### config.mk
export PLATFORM = sky130hd
export DESIGN_NAME = mem_arbiter_flat
export DESIGN_NICKNAME = d
export VERILOG_FILES = /design/src/rtl/mem_arb_pkg.sv /design/src/rtl/mem_arbiter_if.sv /design/src/rtl/mem_arbiter_rr_picker.sv /design/src/rtl/mem_arbiter.sv /design/src/flat_wrapper.sv
export SDC_FILE = /design/constraint.sdc
export NUM_CORES = 1
export LEC_CHECK = 0
export ABC_AREA = 1
export CAP_MARGIN = 20
export CORE_AREA = 2 2 113 115
export DETAILED_ROUTE_END_ITERATION = 6
export DIE_AREA = 0 0 115 117
export PLACE_DENSITY_LB_ADDON = 0.12
export SKIP_LAST_GASP = 1
export SLEW_MARGIN = 30
export SYNTH_ARGS = -nofsm -noshare
export SYNTH_HDL_FRONTEND = slang
export SYNTH_HIERARCHICAL = 1
export SYNTH_SLANG_ARGS = --single-unit
### constraint.sdc
create_clock -name clk -period 2 [get_ports clk]
set_clock_uncertainty 0.2 [all_clocks]
set_input_delay 0.3 -clock clk [delete_from_list [all_inputs] [get_ports clk]]
set_output_delay 0.3 -clock clk [all_outputs]
set_load 0.01 [all_outputs]
### src/rtl/mem_arb_pkg.sv
// Shared state encoding and default widths for the memory arbiter slice.
package mem_arb_pkg;

  localparam int DEF_ADDR_W = 32;
  localparam int DEF_DATA_W = 32;

  typedef enum logic [2:0] {
    IDLE    = 3'd0,
    GRANT   = 3'd1,
    ISSUE   = 3'd2,
    WAIT    = 3'd3,
    DELIVER = 3'd4
  } arb_state_e;

endpackage

### src/rtl/mem_arbiter_if.sv
// Requester-side and memory-side handshake bundle of the memory arbiter.
// The slave modport is the arbiter's view; master is the environment's view.
interface mem_arbiter_if
  import mem_arb_pkg::*;
#(
  parameter int NUM_REQ = 2,
  parameter int ADDR_W  = DEF_ADDR_W,
  parameter int DATA_W  = DEF_DATA_W
);

  localparam int GNT_W = $clog2(NUM_REQ);

  logic [NUM_REQ-1:0]        req_valid_i;
  logic [NUM_REQ-1:0]        req_ready_o;
  logic [NUM_REQ*ADDR_W-1:0] req_addr_i;
  logic [NUM_REQ-1:0]        resp_valid_o;
  logic [NUM_REQ-1:0]        resp_ready_i;
  logic [DATA_W-1:0]         resp_data_o;
  logic                      mem_req_valid_o;
  logic                      mem_req_ready_i;
  logic [ADDR_W-1:0]         mem_addr_o;
  logic                      mem_resp_valid_i;
  logic                      mem_resp_ready_o;
  logic [DATA_W-1:0]         mem_data_i;
  logic                      busy_o;
  logic [GNT_W-1:0]          gnt_id_o;

  modport slave (
    input  req_valid_i, req_addr_i, resp_ready_i,
    input  mem_req_ready_i, mem_resp_valid_i, mem_data_i,
    output req_ready_o, resp_valid_o, resp_data_o,
    output mem_req_valid_o, mem_addr_o, mem_resp_ready_o,
    output busy_o, gnt_id_o
  );

  modport master (
    output req_valid_i, req_addr_i, resp_ready_i,
    output mem_req_ready_i, mem_resp_valid_i, mem_data_i,
    input  req_ready_o, resp_valid_o, resp_data_o,
    input  mem_req_valid_o, mem_addr_o, mem_resp_ready_o,
    input  busy_o, gnt_id_o
  );

endinterface

### src/rtl/mem_arbiter_rr_picker.sv
// Combinational round-robin picker: first set request bit at or after rr_ptr,
// wrapping modulo NUM_REQ. Kept generic so other arbiters can reuse it.
module rr_picker #(
  parameter int NUM_REQ = 2,
  parameter int GNT_W   = $clog2(NUM_REQ)
) (
  input  logic [NUM_REQ-1:0] req,
  input  logic [GNT_W-1:0]   rr_ptr,
  output logic [GNT_W-1:0]   winner,
  output logic               any_valid
);

  // Walk the requesters starting at rr_ptr and keep the first one found.
  always_comb begin
    logic [GNT_W:0] idx;
    winner    = '0;
    any_valid = 1'b0;
    idx       = '0;
    for (int i = 0; i < NUM_REQ; i++) begin
      idx = {1'b0, rr_ptr} + (GNT_W+1)'(i);
      if (idx >= (GNT_W+1)'(NUM_REQ)) begin
        idx = idx - (GNT_W+1)'(NUM_REQ);
      end
      if (!any_valid && req[idx[GNT_W-1:0]]) begin
        any_valid = 1'b1;
        winner    = idx[GNT_W-1:0];
      end
    end
  end

endmodule

### src/rtl/mem_arbiter.sv
// Round-robin arbiter sharing a single-outstanding word-read memory port
// between NUM_REQ page-table walkers. One transaction runs end to end at a
// time; the response is buffered and returned only to the granted requester.
// Every output is decoded from registered state so no input reaches an
// output combinationally.
module mem_arbiter
  import mem_arb_pkg::*;
#(
  parameter int NUM_REQ = 2,
  parameter int ADDR_W  = DEF_ADDR_W,
  parameter int DATA_W  = DEF_DATA_W
) (
  input logic       clk,
  input logic       rst,
  mem_arbiter_if.slave bus
);

  localparam int GNT_W = $clog2(NUM_REQ);

  arb_state_e        state, state_n;
  logic [GNT_W-1:0]  rr_ptr, rr_ptr_n;
  logic [GNT_W-1:0]  gnt, gnt_n;
  logic [GNT_W-1:0]  winner;
  logic              any_valid;
  logic [ADDR_W-1:0] addr_q, addr_n;
  logic [DATA_W-1:0] data_q, data_n;
  logic [ADDR_W-1:0] req_addr_arr [NUM_REQ];
  logic [NUM_REQ-1:0] gnt_onehot;

  rr_picker #(
    .NUM_REQ (NUM_REQ),
    .GNT_W   (GNT_W)
  ) u_picker (
    .req       (bus.req_valid_i),
    .rr_ptr    (rr_ptr),
    .winner    (winner),
    .any_valid (any_valid)
  );

  assign gnt_onehot   = NUM_REQ'(1) << gnt;
  assign bus.gnt_id_o = gnt;

  // Unpack the flattened address bus so the granted address can be indexed.
  always_comb begin
    for (int i = 0; i < NUM_REQ; i++) begin
      req_addr_arr[i] = bus.req_addr_i[i*ADDR_W +: ADDR_W];
    end
  end

  // State, pointer, grant and buffered address/data registers.
  always_ff @(posedge clk or posedge rst) begin
    if (rst) begin
      state  <= IDLE;
      rr_ptr <= '0;
      gnt    <= '0;
      addr_q <= '0;
      data_q <= '0;
    end else begin
      state  <= state_n;
      rr_ptr <= rr_ptr_n;
      gnt    <= gnt_n;
      addr_q <= addr_n;
      data_q <= data_n;
    end
  end

  // Next-state logic; the pointer moves only when a response is delivered.
  always_comb begin
    state_n  = state;
    rr_ptr_n = rr_ptr;
    gnt_n    = gnt;
    addr_n   = addr_q;
    data_n   = data_q;
    case (state)
      IDLE: begin
        if (any_valid) begin
          gnt_n   = winner;
          state_n = GRANT;
        end
      end
      GRANT: begin
        if (bus.req_valid_i[gnt]) begin
          addr_n  = req_addr_arr[gnt];
          state_n = ISSUE;
        end else begin
          state_n = IDLE;
        end
      end
      ISSUE: begin
        if (bus.mem_req_ready_i) begin
          state_n = WAIT;
        end
      end
      WAIT: begin
        if (bus.mem_resp_valid_i) begin
          data_n  = bus.mem_data_i;
          state_n = DELIVER;
        end
      end
      DELIVER: begin
        if (bus.resp_ready_i[gnt]) begin
          rr_ptr_n = (gnt == GNT_W'(NUM_REQ-1)) ? '0 : gnt + GNT_W'(1);
          state_n  = IDLE;
        end
      end
      default: begin
        state_n = IDLE;
      end
    endcase
  end

  // Moore output decode; an illegal encoding leaves every output deasserted.
  always_comb begin
    bus.req_ready_o      = '0;
    bus.resp_valid_o     = '0;
    bus.resp_data_o      = '0;
    bus.mem_req_valid_o  = 1'b0;
    bus.mem_addr_o       = '0;
    bus.mem_resp_ready_o = 1'b0;
    bus.busy_o           = 1'b0;
    case (state)
      GRANT: begin
        bus.req_ready_o = gnt_onehot;
        bus.busy_o      = 1'b1;
      end
      ISSUE: begin
        bus.mem_req_valid_o = 1'b1;
        bus.mem_addr_o      = addr_q;
        bus.busy_o          = 1'b1;
      end
      WAIT: begin
        bus.mem_resp_ready_o = 1'b1;
        bus.busy_o           = 1'b1;
      end
      DELIVER: begin
        bus.resp_valid_o = gnt_onehot;
        bus.resp_data_o  = data_q;
        bus.busy_o       = 1'b1;
      end
      default: begin
      end
    endcase
  end

endmodule

### src/flat_wrapper.sv
// flat-port wrapper written by rule: the top's interface ports become plain ports
module mem_arbiter_flat import mem_arb_pkg::*;
#(
  parameter int NUM_REQ = 2,
  parameter int ADDR_W  = DEF_ADDR_W,
  parameter int DATA_W  = DEF_DATA_W
)
  (clk, rst, bus_req_valid_i, bus_req_addr_i, bus_resp_ready_i, bus_mem_req_ready_i, bus_mem_resp_valid_i, bus_mem_data_i, bus_req_ready_o, bus_resp_valid_o, bus_resp_data_o, bus_mem_req_valid_o, bus_mem_addr_o, bus_mem_resp_ready_o, bus_busy_o, bus_gnt_id_o);
  mem_arbiter_if #(.NUM_REQ(NUM_REQ), .ADDR_W(ADDR_W), .DATA_W(DATA_W)) bus_i ();
  input logic clk;
  input logic rst;
  input wire logic [$bits(bus_i.req_valid_i)-1:0] bus_req_valid_i;
  input wire logic [$bits(bus_i.req_addr_i)-1:0] bus_req_addr_i;
  input wire logic [$bits(bus_i.resp_ready_i)-1:0] bus_resp_ready_i;
  input wire logic [$bits(bus_i.mem_req_ready_i)-1:0] bus_mem_req_ready_i;
  input wire logic [$bits(bus_i.mem_resp_valid_i)-1:0] bus_mem_resp_valid_i;
  input wire logic [$bits(bus_i.mem_data_i)-1:0] bus_mem_data_i;
  output wire logic [$bits(bus_i.req_ready_o)-1:0] bus_req_ready_o;
  output wire logic [$bits(bus_i.resp_valid_o)-1:0] bus_resp_valid_o;
  output wire logic [$bits(bus_i.resp_data_o)-1:0] bus_resp_data_o;
  output wire logic [$bits(bus_i.mem_req_valid_o)-1:0] bus_mem_req_valid_o;
  output wire logic [$bits(bus_i.mem_addr_o)-1:0] bus_mem_addr_o;
  output wire logic [$bits(bus_i.mem_resp_ready_o)-1:0] bus_mem_resp_ready_o;
  output wire logic [$bits(bus_i.busy_o)-1:0] bus_busy_o;
  output wire logic [$bits(bus_i.gnt_id_o)-1:0] bus_gnt_id_o;
  assign bus_i.req_valid_i = bus_req_valid_i;
  assign bus_i.req_addr_i = bus_req_addr_i;
  assign bus_i.resp_ready_i = bus_resp_ready_i;
  assign bus_i.mem_req_ready_i = bus_mem_req_ready_i;
  assign bus_i.mem_resp_valid_i = bus_mem_resp_valid_i;
  assign bus_i.mem_data_i = bus_mem_data_i;
  assign bus_req_ready_o = bus_i.req_ready_o;
  assign bus_resp_valid_o = bus_i.resp_valid_o;
  assign bus_resp_data_o = bus_i.resp_data_o;
  assign bus_mem_req_valid_o = bus_i.mem_req_valid_o;
  assign bus_mem_addr_o = bus_i.mem_addr_o;
  assign bus_mem_resp_ready_o = bus_i.mem_resp_ready_o;
  assign bus_busy_o = bus_i.busy_o;
  assign bus_gnt_id_o = bus_i.gnt_id_o;
  mem_arbiter #(.NUM_REQ(NUM_REQ), .ADDR_W(ADDR_W), .DATA_W(DATA_W)) u_core (.clk(clk), .rst(rst), .bus(bus_i));
endmodule
==> results.cfg, run 1 <==
[timing]
hold_slack_ns = 0.197
max_freq_mhz = 475
finalCritPeriodShare = 1.05
setup_violations = 42
tightest_slew_ns = 0.400
hold_viol = 0
fin_ws_ns = -0.105
drv_slew = 0
rsz0062_at_grt = true
post-route-min-period_ns = 2.10
relSlewSlack = 0.733

[outcome]
outcome = complete, but fails checks
violations = setup timing

[power_and_ir_drop]
p_leak_nw = 3.13
ir_worst_vdd_uv = 411
p_per_area_nw_per_um2 = 1290
finalPower_mw = 7.59

[floorplanning]
dieArea_um2 = 13500
num_rows = 41
die-height_um = 117
io_pins = 176
start_util = 0.290
die_x_um = 115
core_um2 = 12300

[yosys]
synth.avg_cell_area_um2 = 6.99
synth_top_area_frac = 0.483
synth_area_leader_cell = dfrtp_1
ys_warn_count = 6
ys_types = 18
netlist_area_um2 = 3570
synthCells = 511
synth.top_cells.by_area = dfrtp_1, nand2_1, nor2_1, inv_1, a21oi_1
synth-seq-cells = 69
synth_fp_nets = 615
ys_seq_area_frac = 0.483

[clock_network]
holdBufCountCts = 0
cts_buffers = 9
clk_pin_slew_ns = 0.05
htree_levels = 3
clk_root_buffer_cell = clkbuf_16
cts_tree = done
insertion_delay_ns = 0.32
clock-sinks = 69
clockBufferDepth = 2

[layout]
nets = 809
syn_to_final_growth_pct = 64.9
drive_above_1_share = 0.212
final_cell_mix = nand2_1, clkdlybuf4s50_1, nor2_1
final_common_cell = nand2_1
num_antenna_cells = 0
final_core_util = 0.478

[drt]
vias = 3690
firstDrtPassIters = 4
wirelength_mm = 11.0
routedWlPerCell_um = 12.9
ant_nets = 0
drc = 0
vias_per_cell = 4.30
drtIter0Drc = 138

[placed_design]
gp_congestion = 0.737
port_buffers = 175
dp_hpwl_mm = 7.27

[global_route]
use_met1 = 0.217
grt_usage = 0.162
top_usage_layer = met2
grt_max_degree = 70
grt_pass1_wl_mm = 17.2
antenna_found_initial = 0
grt_pass1_vias = 3607
use_met2 = 0.262
use_met3 = 0.0412
grt-ovfl-total = 0

[setup_path]
critical_path_required_ns = 1.50
cp_max_fo = 8
arrival_ns = 1.60
cp-start-kind = flip-flop
cpPeakStageDelay_ns = 0.41
slowest_stage = dfrtp_1
crit_top_cell = inv_2
critical_path_class = flip-flop to primary output
endpoint_kind = primary output
crit_chain = inv_2, nor3_4, inv_2, buf_12, buf_16, nor2_1, buf_2

[worst_hold_path]
min_path_type = input pin to asynchronous set/reset pin

[job]
drv_cap = 0
[layer usage]
layer	vias up	part of all wire
met5	-	0
met4	0	0.0078
met3	7	0.075
met2	121	0.45
met1	1656	0.47
li1	1906	-
[final timing paths]
kind	startpoint	endpoint	slack, ns	cells past startpoint
hold reg to reg	u_core/rr_ptr	u_core/rr_ptr	0.31	2
setup / recovery	u_core/state[1]	bus_mem_addr_o[5]	-0.10	7
min in group clk	u_core/rr_ptr	u_core/rr_ptr	0.31	2
max in group asynchronous	rst	u_core/bus.gnt_id_o	1.04	3
setup reg to reg	u_core/bus.gnt_id_o	u_core/addr_q[1]	0.09	9
hold / removal	rst	u_core/addr_q[25]	0.20	3
[flip-flops by register name, indices dropped and copies added, names as in the netlist]
name	flops
u_core/addr_q	32
u_core/data_q	32
u_core/state	3
u_core/bus.gnt_id_o	1
u_core/rr_ptr	1
[final cells by class]
type,instances,area (µm²)
timing repair buffer,212,1920
clock inverter,4,25.0
fill,1283,6420
clock buffer,11,243
sequential,69,1730
tap,150,188
multi-input combinational,335,1480
inverter,78,300
[power by group]
part | total, mW | internal [mW] | switching, mW | leakage, nW
sequential | 2.24 | 2.04 | 0.204 | 0.794
clock | 1.43 | 0.861 | 0.571 | 0.127
combinational | 3.91 | 1.72 | 2.19 | 2.21
[cell families (layout without fill, tap and decap cells)]
| group | count (synthesis) | after routing | share of synthesized area |
|---|---|---|---|
| AOI/OAI and AO/OA | 69 | 69 | 0.0967 |
| DFF | 69 | 69 | 0.483 |
| buffers and inverters | 107 | 305 | 0.133 |
| and+or+nand+nor | 266 | 266 | 0.287 |
[through the flow]
| step | TNS [ns] | cell area [µm²] | setup slack, ns | std cells |
|---|---|---|---|---|
| 2_1_floorplan | 0 | 3580 | 0.292 | 511 |
| 3_3_place_gp | -0.823 | 5560 | -0.0614 | 829 |
| 3_5_place_dp | -1.47 | 5560 | -0.0803 | 829 |
| 4_1_cts | -2.09 | 5740 | -0.206 | 855 |
| 5_1_grt | -5.93 | 5890 | -0.167 | 859 |
| 6_report | -1.87 | 5890 | -0.105 | 859 |
[critical path: cells and delay by family (launching register included)]
| kind | cells | cell delay (ns) |
|---|---|---|
| buffers and inverters | 5 | 0.58 |
| flip-flops | 1 | 0.41 |
| AND/OR/NAND/NOR | 2 | 0.27 |
[cell usage after synthesis]
library cell,count
buf_1,9
buf_6,7
or2_1,1
o21ai_0,2
nand3b_1,1
buf_2,9
nor2_1,106
buf_4,3
a21oi_1,35
inv_1,78
nor3_2,1
and2_1,1
clkbuf_1,1
dfrtp_1,69
nor2_2,2
nand3_1,4
nand2_1,150
o21ai_1,32
[what timing repair did]
item | CTS | global route
gates resized for setup | 268 | 55
pin swaps | 0 | 3
endpoints found under the setup margin | 72 | 80
setup buffers | 9 | 3
hold endpoints to repair | 0 | 0
cloned | 3 | 1
(Power assumes the default switching activity.)
==> inputs of run 2 (changes only) <==
ABC_AREA = 0   (was 1)
clock period = 1.8 ns   (was 2 ns; I/O delays follow)
==> run 2 against run 1 <==
Combinational power grew 16%. First-iteration DRC count decreased by 53%. Largest power group unchanged. Register-to-register slack lost 0.34 ns. The flow still finishes with violations (setup timing). Critical endpoint is now bus_mem_addr_o[27]. Sequential share of layout area fell by 2.9 points. Critical path depth is 1 lower. Cell count decreased by 24%. Design area rose by 11%. Highest routed layer unchanged. Global-route usage shrank 1.0 points.
==> results.cfg, run 2 <==
[outcome]
outcome = complete, but fails checks
violations = setup timing

[yosys]
synth_fp_nets = 385
synth_area_leader_cell = dfrtp_1
synthArstFlopShare = 1.00
synth-edff-count = 0
synth-simple-area-share = 0.148
synthMuxAreaShare = 0.316
ys_seq_area_frac = 0.484
synth_flop_cell = dfrtp_1
yosys.area_share.xor_xnor = 0.00246
synthCells = 281
synth-seq-cells = 69
synth_adder_area_share = 0
synth_top_family_by_area = multiplexers
synth_most_common_cell = mux2_1
netlist_area_um2 = 3560
ys_warn_count = 6
ys_types = 28
synth-compound-area-share = 0.0165
synth_top_area_frac = 0.484
ys_top_cells_by_count = mux2_1, dfrtp_1, and2_1, mux2_2, buf_2
synth.top_cells.by_area = dfrtp_1, mux2_1, and2_1, mux2_2, buf_2
synth.avg_cell_area_um2 = 12.7

[global_route]
antenna_found_initial = 0
use_met3 = 0.0402
grt_pass1_wl_mm = 15.5
use_met2 = 0.255
grt_max_degree = 41
grt_pass1_vias = 2960
grt-ovfl-total = 0
use_met1 = 0.187
top_usage_layer = met2
grt_usage = 0.152

[job]
drv_cap = 0

[setup_path]
arrival_ns = 1.64
critical_path_class = flip-flop to primary output
critical_path_required_ns = 1.33
rr_worst_depth = 6
reg2reg_from = u_core/state[2]
endpoint_kind = primary output
cp-start-kind = flip-flop
r2r_end = u_core/addr_q[27]
crit_path_end = bus_mem_addr_o[27]
setup.worst_path.start = u_core/state[1]
r2r_setup_slack_ns = -0.25
cp_max_fo = 10

[clock_network]
cts_buffers = 9
clk_root_buffer_cell = clkbuf_16
clk_pin_slew_ns = 0.05
clockBufferDepth = 2
htree_levels = 3
cts_tree = done
clock-sinks = 69
insertion_delay_ns = 0.32

[layout]
drive_above_1_share = 0.483
reg_top3 = u_core/addr_q (32), u_core/data_q (32), u_core/state (3)
final_cell_mix = clkdlybuf4s50_1, dfrtp_1, buf_6
num_antenna_cells = 0
final_core_util = 0.531
syn_to_final_growth_pct = 83.3
final_common_cell = clkdlybuf4s50_1
final_area_um2 = 6540
nets = 608

[floorplanning]
dieArea_um2 = 13500
core_um2 = 12300
num_rows = 41
start_util = 0.290
die-height_um = 117
io_pins = 176
die_x_um = 115

[timing]
rsz0062_at_grt = true
setup_violations = 136
finalCritPeriodShare = 1.17
tightest_slew_ns = 0.382
hold_slack_ns = 0.150
relSlewSlack = 0.740
hold_viol = 0
max_freq_mhz = 474
drv_slew = 0
fin_ws_ns = -0.312
post-route-min-period_ns = 2.11

[drt]
wirelength_mm = 10.5
routedWlPerCell_um = 16.1
drtIter0Drc = 65
drc = 0
ant_nets = 0
vias = 2952
vias_per_cell = 4.49
firstDrtPassIters = 6

[power_and_ir_drop]
ir_worst_vdd_uv = 541
finalPower_mw = 8.99
p_per_area_nw_per_um2 = 1380
p_leak_nw = 2.98

[placed_design]
gp_congestion = 0.706
dpl_cell_area_um2 = 5670
dp_hpwl_mm = 6.84
port_buffers = 175
dp_slack_ns = -0.332

[worst_hold_path]
min_path_type = input pin to asynchronous set/reset pin
==> run 2: cell count changes after synthesis, sizes merged, moves of 4 or more <==
cell	change
and2	+63
inv	-75
nand3	-4
nand2	-148
o21ai	-33
mux2	+98
buf	-16
a21oi	-33
nor2	-101
clkbuf	+6
==> run 2: metal layers <==
layer / vias to the layer above / wire [µm] / part of all wire
met5: - / 0 / 0
met4: 0 / 172 / 0.016
met3: 15 / 732 / 0.069
met2: 101 / 5160 / 0.49
met1: 1425 / 4480 / 0.43
li1: 1411 / - / -
==> run 2: cell families (layout without fill, tap and decap cells) <==
logic type,Yosys count,in the layout
compound gates,8,8
xor+xnor,1,1
buf+inv,22,248
mux,100,100
flops,69,69
simple gates,81,81
==> run 2: power by group <==
group | switching (mW) | total, mW | internal, mW
Sequential | 0.416 | 2.76 | 2.35
Clock | 0.609 | 1.70 | 1.09
Combinational | 1.65 | 4.53 | 2.88
==> run 2: worst max-delay path, cell delays in order, from the launching register on <==
cell     delay, ns
dfrtp_2       0.42
buf_4         0.15
nor3b_4       0.22
buf_6         0.16
buf_12        0.12
and2_1        0.12
buf_2         0.13
==> run 2: area by class of cell <==
class	instances	area (µm²)
fill	1070	5780
timing repair buffer	231	2340
clock buffer	12	246
clock inverter	2	35.0
sequential	69	1730
tap	150	188
multi-input combinational	190	1980
inverter	3	15.0
==> run 2: how the worst min path moves through the flow <==
stage / from / end / slack (ns) / cells past startpoint
floorplan: bus_mem_data_i[10] / u_core/data_q[10] / 0.20 / 1
global placement: u_core/addr_q[18] / u_core/addr_q[18] / 0.26 / 1
finish: rst / u_core/data_q[22] / 0.15 / 3
detailed placement: u_core/addr_q[27] / u_core/addr_q[27] / 0.27 / 1
global route: rst / u_core/data_q[22] / 0.18 / 3
CTS: rst / u_core/state[2] / 0.16 / 3
==> run 2: through the flow <==
step	instances	TNS, ns
floorplan	281	-0.238
global placement	609	-23.75
detailed placement	609	-26.37
CTS	652	-23.71
global route	657	-33.76
finish	657	-25.27
==> run 2: repair_timing <==
action	in CTS	in global routing
resized for setup	391	47
hold buffers	0	0
pin swaps	39	6
setup buffers	21	9
setup endpoints to repair	104	132
cloned	8	1
==> inputs of run 3 (changes only) <==
MAX_ROUTING_LAYER = met4   (was not set)
==> run 3 against run 2 <==
The flow still finishes with violations (setup timing). Maximum frequency rose by 0.11%. Combinational power hardly changed. Worst setup slack better by 0.0023 ns. First-iteration DRC count grew 20%. Critical path depth is the same. Global-route usage rose by 0.53 points. Wire length is essentially flat. Non-clock buffer count did not move. Clock power barely moved. Largest power group unchanged.
==> results.cfg, run 3 (synthesized netlist as in run 2, its figures left out) <==
[layout]
num_antenna_cells = 0
nets = 608
syn_to_final_growth_pct = 83.2
fillCellCount = 1069
final_common_cell = clkdlybuf4s50_1
drive_above_1_share = 0.483
reg_top3 = u_core/addr_q (32), u_core/data_q (32), u_core/state (3)
final_cell_mix = clkdlybuf4s50_1, dfrtp_1, buf_6
stdcell_count = 657

[floorplanning]
io_pins = 176
die_x_um = 115
num_rows = 41
core_um2 = 12300
dieArea_um2 = 13500
die-height_um = 117
start_util = 0.290

[setup_path]
cp-start-kind = flip-flop
cp_max_fo = 10
arrival_ns = 1.64
critical_path_required_ns = 1.33
critical_path_class = flip-flop to primary output
cpPeakStageDelay_ns = 0.42
rr_worst_depth = 6
r2r_end = u_core/addr_q[27]
cpLargestDelayFamily = buffers and inverters
crit_chain = buf_4, nor3b_4, buf_6, buf_12, and2_1, buf_2
slowest_stage = dfrtp_2
reg2reg_from = u_core/state[2]
r2r_setup_slack_ns = -0.26
crit_buf_inv = 4
endpoint_kind = primary output

[drt]
vias = 2948
vias_per_cell = 4.49
routedWlPerCell_um = 16.1
wirelength_mm = 10.6
firstDrtPassIters = 4
drc = 0
drtIter0Drc = 78
ant_nets = 0

[clock_network]
cts_buffers = 9
holdBufCountCts = 0
clockBufferDepth = 2
cts_tree = done
clk_pin_slew_ns = 0.05
insertion_delay_ns = 0.32
htree_levels = 3
clk_root_buffer_cell = clkbuf_16
clock-sinks = 69

[worst_hold_path]
min_path_type = input pin to asynchronous set/reset pin

[global_route]
antenna_found_initial = 0
grt_max_degree = 41
grt_pass1_vias = 2967
grt_pass1_wl_mm = 15.5
grt_usage = 0.157
grt-ovfl-total = 0

[power_and_ir_drop]
p_per_area_nw_per_um2 = 1380
ir_worst_vdd_uv = 538
p_leak_nw = 2.98

[placed_design]
port_buffers = 175
gp_congestion = 0.714
dp_hpwl_mm = 6.84
dp_slack_ns = -0.332
dp.cells = 609

[timing]
tightest_slew_ns = 0.382
drv_slew = 0
finalCritPeriodShare = 1.17
max_freq_mhz = 474
hold_viol = 0
relSlewSlack = 0.740
fin_ws_ns = -0.309
setup_violations = 136
rsz0062_at_grt = true
post-route-min-period_ns = 2.11

[outcome]
violations = setup timing
outcome = complete, but fails checks

[job]
drv_cap = 0
run 3: cell count changes in the layout (fill, tap and decap cells not counted):
cell / delta
buf_2: +1
buf_6: -1
run 3: worst max path at each step:
stage                         start            endpoint  depth (start not counted)
CTS                 u_core/state[0]  bus_mem_addr_o[27]                          6
finish              u_core/state[1]  bus_mem_addr_o[27]                          6
floorplan           u_core/state[2]   u_core/addr_q[10]                          5
global route        u_core/state[0]  bus_mem_addr_o[27]                          6
detailed placement  u_core/state[0]  bus_mem_addr_o[10]                          4
global placement    u_core/state[0]  bus_resp_data_o[4]                          4
run 3: final cells by class:
class | count | area [µm²] | area share
multi-input cells | 190 | 1980 | 0.303
clock buffers | 12 | 246 | 0.0378
repair buffers | 231 | 2340 | 0.358
clock inverters | 2 | 35.0 | 0.00537
well taps | 150 | 188 | 0.0287
inverters | 3 | 15.0 | 0.00230
flip-flops and latches | 69 | 1730 | 0.265
run 3: layer usage:
metal  GRT usage  vias up  share of wire
met3      0.0350       10          0.057
met2       0.253       98           0.49
met4      0.0643        0          0.014
li1            -     1408              -
met5           -        -              0
met1       0.193     1432           0.44
run 3: per-stage QoR:
stage | util | hold slack, ns | instance area [µm²] | setup TNS (ns) | total power, mW
after floorplan | - | 0.202 | 3600 | -0.238 | 4.62
after global placement | 0.461 | 0.259 | 5670 | -23.75 | 6.18
after detailed placement | 0.461 | 0.267 | 5670 | -26.37 | 6.23
after CTS | 0.515 | 0.161 | 6340 | -23.71 | 8.83
after global routing | 0.530 | 0.174 | 6530 | -34.00 | 9.55
final | 0.530 | 0.152 | 6530 | -25.50 | 8.98
run 3: tightest hold or removal path: cells and delay by family:
family | cells | cell delay, ns
buffers and inverters | 3 | 0.77
run 3: repair_timing:
| item | in CTS | in global routing |
|---|---|---|
| setup buffers | 21 | 9 |
| endpoints found under the setup margin | 104 | 132 |
| pin swaps | 39 | 6 |
| gates cloned | 8 | 1 |
| resized for setup | 391 | 46 |
run 3: report_power, final:
group	leakage, nW	internal (mW)	switching (mW)	total (mW)
logic	2.02	2.87	1.65	4.52
clock network	0.139	1.09	0.609	1.70
registers	0.822	2.35	0.418	2.77
total	2.98	6.31	2.68	8.98
